**config.mk**
```make
export PLATFORM = sky130hd
export DESIGN_NAME = hypothesis_batch_ctrl
export DESIGN_NICKNAME = d
export VERILOG_FILES = /design/src/rtl/hypothesis_batch_ctrl_pkg.sv /design/src/rtl/hypothesis_batch_ctrl_err_accum.sv /design/src/rtl/hypothesis_batch_ctrl.sv
export SDC_FILE = /design/constraint.sdc
export NUM_CORES = 1
export LEC_CHECK = 0
export BUFFER_PORTS_ARGS = -buffer_cell sky130_fd_sc_hd__buf_2
export CAP_MARGIN = 5
export CORE_UTILIZATION = 45
export CTS_CLUSTER_DIAMETER = 30
export CTS_CLUSTER_SIZE = 24
export DETAILED_ROUTE_END_ITERATION = 7
export HOLD_SLACK_MARGIN = 0.15
export PLACE_DENSITY_LB_ADDON = 0.25
export SETUP_SLACK_MARGIN = 0.05
export SLEW_MARGIN = 20
export SYNTH_ARGS = -nofsm -noshare
export SYNTH_HDL_FRONTEND = slang
export SYNTH_HIERARCHICAL = 1
export SYNTH_SLANG_ARGS = --single-unit
```
**constraint.sdc**
```tcl
create_clock -name clk -period 3.84 [get_ports clk]
set_input_delay 0.192 -clock clk [delete_from_list [all_inputs] [get_ports clk]]
set_output_delay 0.192 -clock clk [all_outputs]
set_load 0.1 [all_outputs]
```
**src/rtl/hypothesis_batch_ctrl_pkg.sv**
```systemverilog
// Shared types and defaults for the hypothesis batch sequencer.
// Latency: n/a (declarations only).
// Backpressure: n/a.
package hyp_pkg;

    typedef enum logic [2:0] {
        S_IDLE = 3'd0,
        S_RD   = 3'd1,
        S_WAIT = 3'd2,
        S_EVAL = 3'd3,
        S_ACC  = 3'd4,
        S_DONE = 3'd5
    } state_t;

    localparam int DEF_N_ELEMS  = 8;
    localparam int DEF_DATA_W   = 8;
    // One memory word: feature vector x in the low bits, label y on top.
    localparam int DEF_SAMPLE_W = DEF_N_ELEMS * DEF_DATA_W + DEF_DATA_W;

endpackage

```
**src/rtl/hypothesis_batch_ctrl_err_accum.sv**
```systemverilog
// Absolute error |h - y| accumulator: saturating sum and running maximum.
// Latency: results update one cycle after en.
// Backpressure: none; clear wins over en when both are high.
module err_accum #(
    parameter int DATA_W = 8,
    parameter int ERR_W  = 16
) (
    input  logic              clk,
    input  logic              rst_n,
    input  logic              clear,
    input  logic              en,
    input  logic [DATA_W-1:0] h,
    input  logic [DATA_W-1:0] y,
    output logic [ERR_W-1:0]  err_sum,
    output logic [DATA_W-1:0] err_max
);

    logic [DATA_W-1:0] diff;
    logic [ERR_W:0]    sum_ext;

    // Magnitude of the difference always fits DATA_W; one extra sum bit flags overflow.
    always_comb begin
        diff    = (h >= y) ? (h - y) : (y - h);
        sum_ext = {1'b0, err_sum} + (ERR_W+1)'(diff);
    end

    // Result registers: cleared on a new batch, updated once per accumulated sample.
    always_ff @(posedge clk) begin
        if (!rst_n) begin
            err_sum <= '0;
            err_max <= '0;
        end else if (clear) begin
            err_sum <= '0;
            err_max <= '0;
        end else if (en) begin
            err_sum <= sum_ext[ERR_W] ? {ERR_W{1'b1}} : sum_ext[ERR_W-1:0];
            if (diff > err_max) begin
                err_max <= diff;
            end
        end
    end

endmodule

```
**src/rtl/hypothesis_batch_ctrl.sv**
```systemverilog
// Batch sequencer: fetch sample, drive hypothesis datapath, accumulate |h - y|.
// Latency: 4 cycles per sample; done pulses 4*N+1 cycles after start accept.
// Backpressure: start ignored unless idle; abort returns to idle from any busy state.
module hypothesis_batch_ctrl
    import hyp_pkg::*;
#(
    parameter int N_ELEMS = DEF_N_ELEMS,
    parameter int DATA_W  = DEF_DATA_W,
    parameter int ADDR_W  = 8,
    parameter int CNT_W   = 8,
    parameter int ERR_W   = 16
) (
    input  logic                              clk,
    input  logic                              rst_n,
    input  logic                              start,
    input  logic                              abort,
    input  logic [CNT_W-1:0]                  num_samples,
    input  logic [ADDR_W-1:0]                 base_addr,
    input  logic [N_ELEMS*DATA_W-1:0]         theta_in,
    output logic                              mem_rd_en,
    output logic [ADDR_W-1:0]                 mem_addr,
    input  logic [N_ELEMS*DATA_W+DATA_W-1:0]  mem_rd_data,
    output logic [N_ELEMS*DATA_W-1:0]         dp_x,
    output logic [N_ELEMS*DATA_W-1:0]         dp_teta,
    input  logic [DATA_W-1:0]                 dp_h,
    output logic                              busy,
    output logic                              done,
    output logic [ERR_W-1:0]                  err_sum,
    output logic [DATA_W-1:0]                 err_max,
    output logic [CNT_W-1:0]                  samples_done
);

    localparam int XW       = N_ELEMS * DATA_W;
    localparam int SAMPLE_W = XW + DATA_W;

    state_t              state, state_nxt;
    logic [CNT_W-1:0]    num_reg;
    logic [CNT_W-1:0]    idx;
    logic [ADDR_W-1:0]   base_reg;
    logic [XW-1:0]       teta_reg;
    logic [XW-1:0]       x_reg;
    logic [DATA_W-1:0]   y_reg;
    logic [DATA_W-1:0]   h_reg;
    logic                acc_clear;
    logic                acc_en;
    logic                cap_sample;
    logic                cap_h;
    logic                last;

    assign last = (({1'b0, idx} + (CNT_W+1)'(1)) == {1'b0, num_reg});

    // State register.
    always_ff @(posedge clk) begin
        if (!rst_n) begin
            state <= S_IDLE;
        end else begin
            state <= state_nxt;
        end
    end

    // Next-state and control strobes; abort overrides every transition out of a busy state.
    always_comb begin
        state_nxt  = state;
        acc_clear  = 1'b0;
        acc_en     = 1'b0;
        cap_sample = 1'b0;
        cap_h      = 1'b0;
        case (state)
            S_IDLE: begin
                if (start && !abort) begin
                    acc_clear = 1'b1;
                    state_nxt = (num_samples == '0) ? S_DONE : S_RD;
                end
            end
            S_RD:   state_nxt = S_WAIT;
            S_WAIT: begin
                cap_sample = 1'b1;
                state_nxt  = S_EVAL;
            end
            S_EVAL: begin
                cap_h     = 1'b1;
                state_nxt = S_ACC;
            end
            S_ACC: begin
                acc_en    = 1'b1;
                state_nxt = last ? S_DONE : S_RD;
            end
            S_DONE:  state_nxt = S_IDLE;
            default: state_nxt = S_IDLE;
        endcase
        if (abort && state != S_IDLE) begin
            state_nxt  = S_IDLE;
            acc_en     = 1'b0;
            cap_sample = 1'b0;
            cap_h      = 1'b0;
        end
    end

    // Batch configuration, sample/hypothesis capture and progress counters.
    always_ff @(posedge clk) begin
        if (!rst_n) begin
            num_reg      <= '0;
            base_reg     <= '0;
            teta_reg     <= '0;
            idx          <= '0;
            samples_done <= '0;
            x_reg        <= '0;
            y_reg        <= '0;
            h_reg        <= '0;
        end else begin
            if (acc_clear) begin
                num_reg      <= num_samples;
                base_reg     <= base_addr;
                teta_reg     <= theta_in;
                idx          <= '0;
                samples_done <= '0;
            end
            if (cap_sample) begin
                x_reg <= mem_rd_data[XW-1:0];
                y_reg <= mem_rd_data[SAMPLE_W-1 -: DATA_W];
            end
            if (cap_h) begin
                h_reg <= dp_h;
            end
            if (acc_en) begin
                idx          <= idx + CNT_W'(1);
                samples_done <= samples_done + CNT_W'(1);
            end
        end
    end

    // Outputs decoded from state; address wraps modulo the memory size.
    always_comb begin
        mem_rd_en = (state == S_RD);
        mem_addr  = base_reg + ADDR_W'(idx);
        dp_x      = x_reg;
        dp_teta   = teta_reg;
        busy      = (state == S_RD) || (state == S_WAIT) ||
                    (state == S_EVAL) || (state == S_ACC);
        done      = (state == S_DONE);
    end

    err_accum #(
        .DATA_W (DATA_W),
        .ERR_W  (ERR_W)
    ) u_err_accum (
        .clk     (clk),
        .rst_n   (rst_n),
        .clear   (acc_clear),
        .en      (acc_en),
        .h       (h_reg),
        .y       (y_reg),
        .err_sum (err_sum),
        .err_max (err_max)
    );

endmodule

```
==> results of run 1 <==
## power groups by stage
stage | clock network (mW) | registers [mW] | logic, mW
finish | 3.72 | 2.19 | 0.842
CTS | 3.76 | 2.19 | 0.811
global route | 3.89 | 2.19 | 0.884
detailed placement | 0 | 2.23 | 0.676
global placement | 0 | 2.22 | 0.672
floorplan | 0 | 2.50 | 0.229
## final timing paths
check | to
setup / recovery | u_err_accum/err_sum[8]
hold / removal | state[2]
setup reg to reg | u_err_accum/err_sum[8]
hold reg to reg | dp_teta[41]
## worst max-delay path, delay by kind of cell, from the launching register on
family	cells	cell delay (ps)
and+or+nand+nor	3	410
buffers and inverters	5	570
adders and majority gates	3	790
muxes	2	370
DFF	1	320
AOI/OAI and AO/OA	5	950
xor gates and xnor gates	1	160
## cell type report
cell class	count	area (um^2)	area share (%)
well taps	270	337.8	2.301
multi-input cells	827	5120	34.87
flip-flops and latches	203	4069	27.71
repair buffers	520	3493	23.79
inverters	44	166.4	1.133
diodes	4	10.01	0.06818
clock buffers	52	1192	8.122
clock inverters	30	292.8	1.994
## per-layer routing
metal	share of wire, %	vias to the layer above
met2	48	424
met1	39	4630
li1	-	4848
met3	7.2	149
met5	0	-
met4	5.7	0
## placed cells by master (no fill, tap or decap), types with 8 or more instances in the layout
master and n:
inv_1 40, dfxtp_1 201, nor2b_1 16, nand3_1 22, a21oi_1 22, dlygate4sd3_1 162
ha_1 34, clkinv_2 13, xnor2_1 16, xor2_1 15, mux2i_1 14, a31oi_1 8
nand2_1 329, nor2_1 32, clkbuf_16 45, a21boi_0 159, o21ai_0 39, buf_2 334
buf_4 21, clkinvlp_4 8
## kinds of logic (layout without fill, tap and decap cells)
group | count (synthesis) | after routing | synth area share, %
buf+inv | 111 | 646 | 4.867
xor+xnor | 34 | 34 | 3.148
compound gates | 283 | 283 | 21.00
flops | 203 | 203 | 42.96
other cells | 0 | 4 | 0
fa+ha+maj | 44 | 44 | 6.137
simple gates | 447 | 447 | 19.83
mux | 19 | 19 | 2.063
## what timing repair did
| item | CTS | global route |
|---|---|---|
| endpoints found under the hold margin | 163 | 0 |
| cloned | 0 | 1 |
| setup endpoints to repair | 9 | 24 |
| resized for setup | 1 | 35 |
| hold buffers | 162 | 0 |
| setup buffers | 1 | 5 |
| pin swaps | 1 | 12 |
## through the flow
step	setup slack (ps)	instances	hold slack (ps)	setup TNS (ps)	cell area [um^2]
3_3_place_gp	38.47	1695	442.9	0	11330
6_report	139.0	1950	351.0	0	14680
5_1_grt	-18.34	1949	365.5	-18.34	14680
4_1_cts	55.81	1940	334.5	0	14450
2_1_floorplan	264.9	1141	336.9	0	9460
3_5_place_dp	-108.8	1695	451.1	-501.9	11330
==> out/qor.yml, run 1 <==
synthesis:
  netlist_area_mm2: 0.009460
  yosysSeqAreaShare_pct: 42.96
  syn-num-nets: 1349
  synth_area_per_cell_um2: 8.291
  synthTopCellsByCount: "330 x nand2_1, 203 x dfxtp_1, 159 x a21boi_0"
  ys.flop_type: "dfxtp_1"
  synthArstFlopShare_pct: 0
  synth_edf_count: 0
  synth.most_common_cell: "nand2_1"
  synth_top_area_share_pct: 42.96
  yosys_register_bits: 203
  yosysUniqueCellTypes: 56
  yosys_warnings: 6
  synth_area_leaders: "dfxtp_1 43%, nand2_1 13%, a21boi_0 13%, ha_1 5.3%, clkbuf_1 2.2%"
  syn_inst: 1141
  synth_top_cell_by_area: "dfxtp_1"
clocking:
  htree_num_levels: 2
  cts_buffer_depth: 3
  cts_buffers: 45
  root_buffer: "clkbuf_16"
  clock_latency_ps: 520
  clock_sinks: 203
  clk_pin_slew_worst_paths_ps: 50
  cts_tree: "yes"
detailed_routing:
  vias: 10050
  wl_mm: 31.79
  wl_per_cell_um: 16.30
  drt_first_pass_iters: 5
  drt_first_iter_violations: 571
  drc_errors: 0
  antenna_left: 0
  detail_route.vias_per_cell: 5.154
floorplan:
  rows: 52
  io-pin-count: 335
  die_x_um: 147.0
  die_h_um: 147.0
  coreArea_mm2: 0.02043
  initial_core_util_pct: 46.31
  dieArea_mm2: 0.02161
sta:
  finalHoldViolCount: 0
  setup_viol: 0
  worst_pin_slew_ps: 1108
  period_share_pct: 96.38
  rsz0062_at_grt: "yes"
  worst_slew_margin_rel_pct: 26.00
  period_needed_ps: 3701
  max_freq_mhz: 270.2
  skew_ps: 16.44
  slew_viol_final: 0
pwr:
  swShare_pct: 26.75
  p_total_mw: 6.747
  power_frac_comb_pct: 12.5
  max-vdd-ir-drop_mv: 0.4026
  internal_power_mw: 4.943
  power.switching_mw: 1.805
  power.share.sequential_pct: 32.4
  power.density_mw_per_mm2: 459.6
  pwr-share-clk_pct: 55.1
  leakage_nw: 6.494
global_routing:
  use_met2_pct: 49.24
  antenna_found_initial: 3
  met3_usage_pct: 8.012
  grt.busiest_layer: "met2"
  grt_usage_pct: 28.62
  grt_overflow: 0
  use_met1_pct: 31.42
  grt_max_degree: 98
  grt_pass1_wl_mm: 50.16
  grt_pass1_vias: 10250
final_layout:
  drive_above_1_share_pct: 28.46
  final_nets: 1849
  postLayoutCoreUtil_pct: 71.86
  fill_cells: 1452
  area_growth_pct: 55.19
worst_setup_path:
  slowest_stage: "fa_2"
  startpoint_type: "flip-flop"
  critPathLaunch: "h_reg[0]"
  crit_type: "flip-flop to flip-flop"
  timing.rr.start: "h_reg[0]"
  worstPathCellList: "inv_2 -> ha_4 -> inv_2 -> fa_2 -> nand3_4 -> a31oi_4 -> a211oi_4 -> buf_6 -> mux2i_2 -> xnor2_1 -> inv_1 -> ha_4 -> o21a_1 -> or2_4 -> a21o_1 -> o211ai_1 -> buf_4 -> mux2i_1 -> nor2_1"
  cp_data_arrival_time_ps: 4080
  worst_r2r_path_depth: 19
  rrSetupSlack_ps: 140
  required_ps: 4220
  worst-path-max-fanout: 4
  slowest_delay_ps: 410
  endpoint_kind: "flip-flop"
worst_hold_path:
  hp-class: "input port to flip-flop"
  holdPathStages: 6
  min_from: "start"
job:
  drv_cap: 0
placed_design:
  io_buffers: 334
  hpwl_mm: 18.59
  gp_congestion: 0.8269
status:
  status: "completed"
No activity file was read; power rests on OpenSTA's default activity.
==> run 2: changes to the inputs <==
- CORE_UTILIZATION: 45 -> 54
- clock period: 3.84 -> 4.32 ns (I/O delays scaled with it)
==> out/qor.yml, run 2 (synthesized netlist as in run 1, its figures left out) <==
status:
  status: "completed"
global_routing:
  grt_pass1_vias: 10750  # +4.8%
  grt_max_degree: 128  # +31%
  grt_usage_pct: 38.90  # +10 points
  antenna_found_initial: 5  # +2
  grt_overflow: 0  # unchanged
  grt_pass1_wl_mm: 55.03  # +9.7%
final_layout:
  area_growth_pct: 50.22
  layout_commonest_cell: "buf_2"
  drive_above_1_share_pct: 25.44  # -3.0 points
  final_cell_mix: "333 x buf_2, 329 x nand2_1, 203 x dfxtp_1"
  postLayoutCoreUtil_pct: 82.74  # +11 points
  final_nets: 1827  # -1.2%
  final_area_mm2: 0.01421  # -3.2%
  final_cells: 1878  # -3.7%
worst_setup_path:
  crit_buf_inv: 3  # -2
  reg2reg_to: "u_err_accum/err_sum[13]"
  path_delay_family: "compound AO/OA/AOI/OAI gates"
  critPathLaunch: "y_reg[5]"
  rrSetupSlack_ps: 230  # +90 ps
  timing.rr.start: "y_reg[5]"
  worst_r2r_path_depth: 16  # -3
  slowest_stage: "ha_1"
  required_ps: 4710  # +490 ps
  endpoint_kind: "flip-flop"
  startpoint_type: "flip-flop"
  crit_type: "flip-flop to flip-flop"
  worst-path-max-fanout: 7  # +3
  worstPathCellList: "inv_1 -> ha_1 -> a21oi_1 -> o21bai_1 -> a211oi_4 -> buf_4 -> mux2_4 -> xnor2_1 -> inv_1 -> ha_1 -> nand3_1 -> o2111ai_1 -> a221o_1 -> nand3_1 -> xor2_1 -> o21ai_0"
  slowest_delay_ps: 400  # about the same
  cp_data_arrival_time_ps: 4480  # +400 ps
pwr:
  p_total_mw: 5.883  # -13%
  leakage_nw: 6.348  # -2.3%
  power.density_mw_per_mm2: 414.0  # -9.9%
  max-vdd-ir-drop_mv: 0.3714  # -7.8%
job:
  drv_cap: 0  # unchanged
placed_design:
  hpwl_mm: 18.45  # -0.77%
  place_area_mm2: 0.01118  # -1.3%
  gp_congestion: 0.8898  # +7.6%
  io_buffers: 334  # unchanged
  dp.cells: 1639  # -3.3%
detailed_routing:
  wl_per_cell_um: 19.24  # +18%
  drt_first_iter_violations: 772  # +35%
  vias: 10680  # +6.2%
  drt_first_pass_iters: 5  # unchanged
  wl_mm: 36.14  # +14%
  antenna_left: 0  # unchanged
  detail_route.vias_per_cell: 5.685  # +10%
  drc_errors: 0  # unchanged
clocking:
  htree_num_levels: 2  # unchanged
  root_buffer: "clkbuf_16"
  cts_tree: "yes"
  clock_sinks: 203  # unchanged
  clock_latency_ps: 510  # about the same
  clk_pin_slew_worst_paths_ps: 50  # about the same
  cts_buffers: 39  # -13%
  cts_buffer_depth: 3  # unchanged
floorplan:
  die_h_um: 134.4  # -8.6%
  initial_core_util_pct: 55.08  # +8.8 points
  io-pin-count: 335  # unchanged
  die_x_um: 134.4  # -8.6%
  coreArea_mm2: 0.01718  # -16%
  dieArea_mm2: 0.01805  # -16%
  rows: 48  # -7.7%
sta:
  skew_ps: 31.05  # +14.61 ps
  worst_slew_margin_rel_pct: 29.24  # +3.2 points
  period_needed_ps: 4090  # +389.1 ps
  worst_pin_slew_ps: 1061  # -46.37 ps
  max_freq_mhz: 244.5  # -9.5%
  setup_viol: 0  # unchanged
  tns_ps: 0  # unchanged
  finalHoldViolCount: 0  # unchanged
  rsz0062_at_grt: "no"
  period_share_pct: 94.68  # -1.7 points
  slew_viol_final: 0  # unchanged
worst_hold_path:
  holdPathEnd: "dp_teta[32]"
  holdPathStages: 2  # -4
  min_from: "rst_n"
  hp-class: "input port to flip-flop"
## run 2: changes by cell type in the layout (fill, tap and decap cells not counted), sizes merged
cell | previous run | this run
clkinv | 16 | 5
clkbuf | 52 | 58
buf | 358 | 342
inv | 46 | 43
bufinv | 4 | 5
diode | 4 | 6
clkinvlp | 8 | 2
## run 2: worst max-delay path by stage
stage | cells after the start | slack [ps] | end
finish | 16 | 230 | u_err_accum/err_sum[13]
global route | 16 | 50 | u_err_accum/err_sum[13]
CTS | 14 | 180 | u_err_accum/err_sum[13]
detailed placement | 16 | 330 | u_err_accum/err_sum[13]
global placement | 16 | 470 | u_err_accum/err_sum[8]
floorplan | 18 | 740 | u_err_accum/err_max[6]
## run 2: final cells by class
class,count,area [um^2]
well taps,225,281.5
repair buffers,504,3356
diodes,6,15.01
inverters,44,166.4
clock buffers,58,1190
fillers,941,2965
flip-flops and latches,203,4064
clock inverters,11,185.2
multi-input cells,827,4954
## run 2: through the flow
step / hold slack (ps) / setup slack (ps)
after floorplan: 360.9 / 744.9
after global placement: 446.7 / 465.5
after detailed placement: 454.1 / 333.7
after CTS: 231.6 / 182.7
after global routing: 258.1 / 45.36
final: 248.6 / 229.8
## run 2: worst reg2reg max path, cell delays in order (launching register included)
cell and delay [ps]:
dfxtp_1 350, inv_1 50, ha_1 400, a21oi_1 280, o21bai_1 170, a211oi_4 310, buf_4 190, mux2_4 300
xnor2_1 240, inv_1 110, ha_1 360, nand3_1 120, o2111ai_1 290, a221o_1 270, nand3_1 110, xor2_1 180
o21ai_0 250
## run 2: power breakdown
group / total (mW) / switching (mW) / internal [mW]
logic: 0.750 / 0.499 / 0.251
clock network: 3.18 / 1.00 / 2.18
registers: 1.95 / 0.0282 / 1.92
total: 5.88 / 1.53 / 4.36
## run 2: per-layer routing
metal	track usage, %	share of wire (%)	vias to the layer above
met5	0	0	-
met4	27.72	7.2	0
met3	11.68	9.2	246
met2	66.18	48	678
met1	41.09	35	4960
li1	-	-	4792
## run 2: what timing repair did
item	in CTS	in global routing
endpoints found under the hold margin	162	0
setup buffers	0	2
hold buffers	162	0
setup endpoints to repair	0	10
resized for setup	0	1
==> run 3: changes to the inputs <==
- GPL_TIMING_DRIVEN: not set -> 0
- SYNTH_HIERARCHICAL: 1 -> not set
==> out/qor.yml, run 3 <==
status:
  status: "completed"
synthesis:
  synth_area_leaders: "dfxtp_1 43%, nand2_1 13%, a21boi_0 13%, ha_1 5.3%, clkbuf_1 2.3%"
  ys.flop_type: "dfxtp_1"
  synth-simple-area-share_pct: 21.15  # +1.3 points
  synth_top_area_share_pct: 42.95  # about the same
  synth_edf_count: 0  # unchanged
  synthAdderAreaFrac_pct: 6.136  # about the same
  netlist_area_mm2: 0.009462  # about the same
  synthTopCellsByCount: "335 x nand2_1, 203 x dfxtp_1, 160 x a21boi_0"
  yosys_register_bits: 203  # unchanged
  synth.most_common_cell: "nand2_1"
  syn-num-nets: 1357  # +0.59%
  synthArstFlopShare_pct: 0  # unchanged
  synth_compound_area_share_pct: 21.00  # about the same
  yosysUniqueCellTypes: 59  # +5.4%
  yosys-mux-area-fraction_pct: 1.600  # -0.46 points
  yosys_warnings: 0  # -6
  synth_area_per_cell_um2: 8.235  # -0.68%
  synth_top_family_by_area: "simple AND/OR/NAND/NOR gates"
  yosysSeqAreaShare_pct: 42.95  # about the same
  syn_inst: 1149  # +0.70%
  synth_xor_area_share_pct: 2.962  # -0.19 points
  synth_top_cell_by_area: "dfxtp_1"
worst_setup_path:
  worst_r2r_path_depth: 17  # +1
  startpoint_type: "flip-flop"
  rrSetupSlack_ps: 190  # -40 ps
  worst-path-max-fanout: 8  # +1
  cp_data_arrival_time_ps: 4490  # about the same
  reg2reg_to: "u_err_accum.err_sum[1]"
  endpoint_kind: "flip-flop"
  crit_type: "flip-flop to flip-flop"
  timing.rr.start: "h_reg[0]"
  required_ps: 4670  # -40 ps
sta:
  period_needed_ps: 4133  # +42.46 ps
  hold_ws_ps: 252.1  # +3.541 ps
  finalHoldViolCount: 0  # unchanged
  timing.final.ws_setup_ps: 187.4  # -42.46 ps
  setup_viol: 0  # unchanged
  slew_viol_final: 0  # unchanged
  rsz0062_at_grt: "yes"
  worst_pin_slew_ps: 938.0  # -123.4 ps
  worst_slew_margin_rel_pct: 37.13  # +7.9 points
  period_share_pct: 95.66  # +0.98 points
  skew_ps: 14.43  # -16.62 ps
  max_freq_mhz: 242.0  # -1.0%
detailed_routing:
  routed.top_layer: "met4"
  wl_per_cell_um: 19.50  # +1.3%
  wl_met1_mm: 13.53  # +6.0%
  drc_errors: 0  # unchanged
  drt_first_pass_iters: 6  # +1
  route.met3.wl_mm: 3.257  # -2.1%
  vias: 11120  # +4.2%
  wl_mm: 37.98  # +5.1%
  antenna_left: 0  # unchanged
  route.met2.wl_mm: 18.28  # +4.8%
  drt_first_iter_violations: 848  # +9.8%
  detail_route.vias_per_cell: 5.709  # +0.43%
pwr:
  p_total_mw: 5.878  # about the same
  pwr-share-clk_pct: 53.3  # -0.8 points
  power.density_mw_per_mm2: 406.9  # -1.7%
  swShare_pct: 27.93  # +2.0 points
  power.switching_mw: 1.642  # +7.5%
  internal_power_mw: 4.236  # -2.7%
  power.share.sequential_pct: 33.1  # about the same
  leakage_nw: 6.335  # -0.19%
  power_frac_comb_pct: 13.5  # +0.7 points
  max-vdd-ir-drop_mv: 0.3201  # -14%
final_layout:
  layout_commonest_cell: "buf_2"
  final_nets: 1894  # +3.7%
  final_cell_mix: "339 x buf_2, 335 x nand2_1, 203 x dfxtp_1"
  area_growth_pct: 52.68
  final_cells: 1948  # +3.7%
  fill_cells: 938  # -0.32%
  postLayoutCoreUtil_pct: 84.11  # +1.4 points
  drive_above_1_share_pct: 24.75  # -0.69 points
clocking:
  clock_latency_ps: 520  # about the same
  cts_tree: "yes"
  clock_sinks: 203  # unchanged
  cts_buffers: 40  # +2.6%
  htree_num_levels: 2  # unchanged
  cts_buffer_depth: 3  # unchanged
  clk_pin_slew_worst_paths_ps: 50  # about the same
  root_buffer: "clkbuf_16"
  postCtsSetupRepairBufs: 0  # unchanged
placed_design:
  preCtsSetupSlack_ps: 100.5  # -233.2 ps
  gp_congestion: 0.9301  # +4.5%
  io_buffers: 333  # -0.30%
  hpwl_mm: 21.34  # +16%
  dp.cells: 1707  # +4.1%
worst_hold_path:
  min_from: "rst_n"
  holdPathEnd: "u_err_accum.err_sum[1]"
  holdPathStages: 3  # +1
  hp-class: "input port to flip-flop"
floorplan:
  die_h_um: 134.4  # about the same
  initial_core_util_pct: 55.08  # about the same
  rows: 48  # unchanged
  dieArea_mm2: 0.01806  # about the same
  io-pin-count: 335  # unchanged
  die_x_um: 134.4  # about the same
  coreArea_mm2: 0.01718  # unchanged
global_routing:
  grt_overflow: 0  # unchanged
  grt_pass1_vias: 11140  # +3.7%
  grt_usage_pct: 40.62  # +1.7 points
  grt_pass1_wl_mm: 57.54  # +4.6%
  grt_max_degree: 11  # -91%
  antenna_found_initial: 6  # +1
job:
  drv_cap: 0  # unchanged
run 3: changes by cell type after synthesis, sizes merged, moves of 4 or more:
cell,previous run,this run
buf,12,7
nand2,330,335
nor2b,16,21
a21oi,29,38
inv,43,39
nand3,23,18
a211oi,8,3
nand2b,1,5
mux2i,18,14
run 3: power groups by stage:
stage,Clock (mW),Sequential (mW),Combinational [mW]
floorplan,0,2.22,0.213
global placement,0,1.98,0.628
detailed placement,0,1.98,0.634
CTS,3.11,1.94,0.756
global route,3.23,1.95,0.826
finish,3.14,1.95,0.795
run 3: layer usage:
layer,vias up,track usage (%)
met5,-,0
met4,0,29.71
met3,243,10.09
met2,776,70.01
met1,5155,43.17
li1,4948,-
run 3: area by class of cell:
type	count	area [um^2]	share of cell area (%)
Multi-Input combinational cell	842	5030	34.82
Sequential cell	203	4064	28.13
Timing Repair Buffer	495	3288	22.76
Clock buffer	48	1091	7.552
Tap cell	225	281.5	1.949
Clock inverter	25	279.0	1.931
Buffer	65	251.5	1.741
Inverter	39	146.4	1.013
Antenna cell	6	15.01	0.1039
run 3: logic make-up (layout without fill, tap and decap cells):
| family | count (synthesis) | after routing |
|---|---|---|
| compound gates | 286 | 286 |
| xor+xnor | 32 | 32 |
| fa+ha+maj | 44 | 44 |
| buf+inv | 104 | 672 |
| flops | 203 | 203 |
| mux | 15 | 15 |
| other cells | 0 | 6 |
| simple gates | 465 | 465 |
run 3: how the worst max path moves through the flow:
stage,from,cells after the start,slack [ps],to
after global placement,h_reg[0],17,170,u_err_accum.err_sum[1]
after floorplan,h_reg[0],17,800,u_err_accum.err_sum[1]
after global routing,h_reg[0],17,-0.9,u_err_accum.err_sum[1]
after detailed placement,h_reg[0],17,100,u_err_accum.err_sum[1]
final,h_reg[0],17,190,u_err_accum.err_sum[1]
after CTS,h_reg[0],17,80,u_err_accum.err_sum[1]
run 3: through the flow:
step           area, um^2  TNS, ps
3_3_place_gp        11410        0
3_5_place_dp        11410        0
4_1_cts             14400        0
2_1_floorplan        9462        0
5_1_grt             14450  -0.9348
6_report            14450        0
run 3: worst max-delay path, cell delays in order, from the launching register on:
cell	delay [ps]
dfxtp_1	330
inv_1	60
ha_1	160
inv_1	50
fa_1	400
a21o_1	230
a21oi_4	210
a31o_4	210
a21o_4	170
mux2i_1	220
xor2_1	240
inv_1	110
ha_1	320
o21a_1	130
o31ai_1	440
nand2_1	150
a31oi_2	410
a221oi_1	140
run 3: repair_timing:
| action | 4_1_cts | 5_1_grt |
|---|---|---|
| setup endpoints to repair | 0 | 20 |
| hold buffers | 162 | 0 |
| resized for setup | 0 | 6 |
| hold endpoints to repair | 162 | 0 |
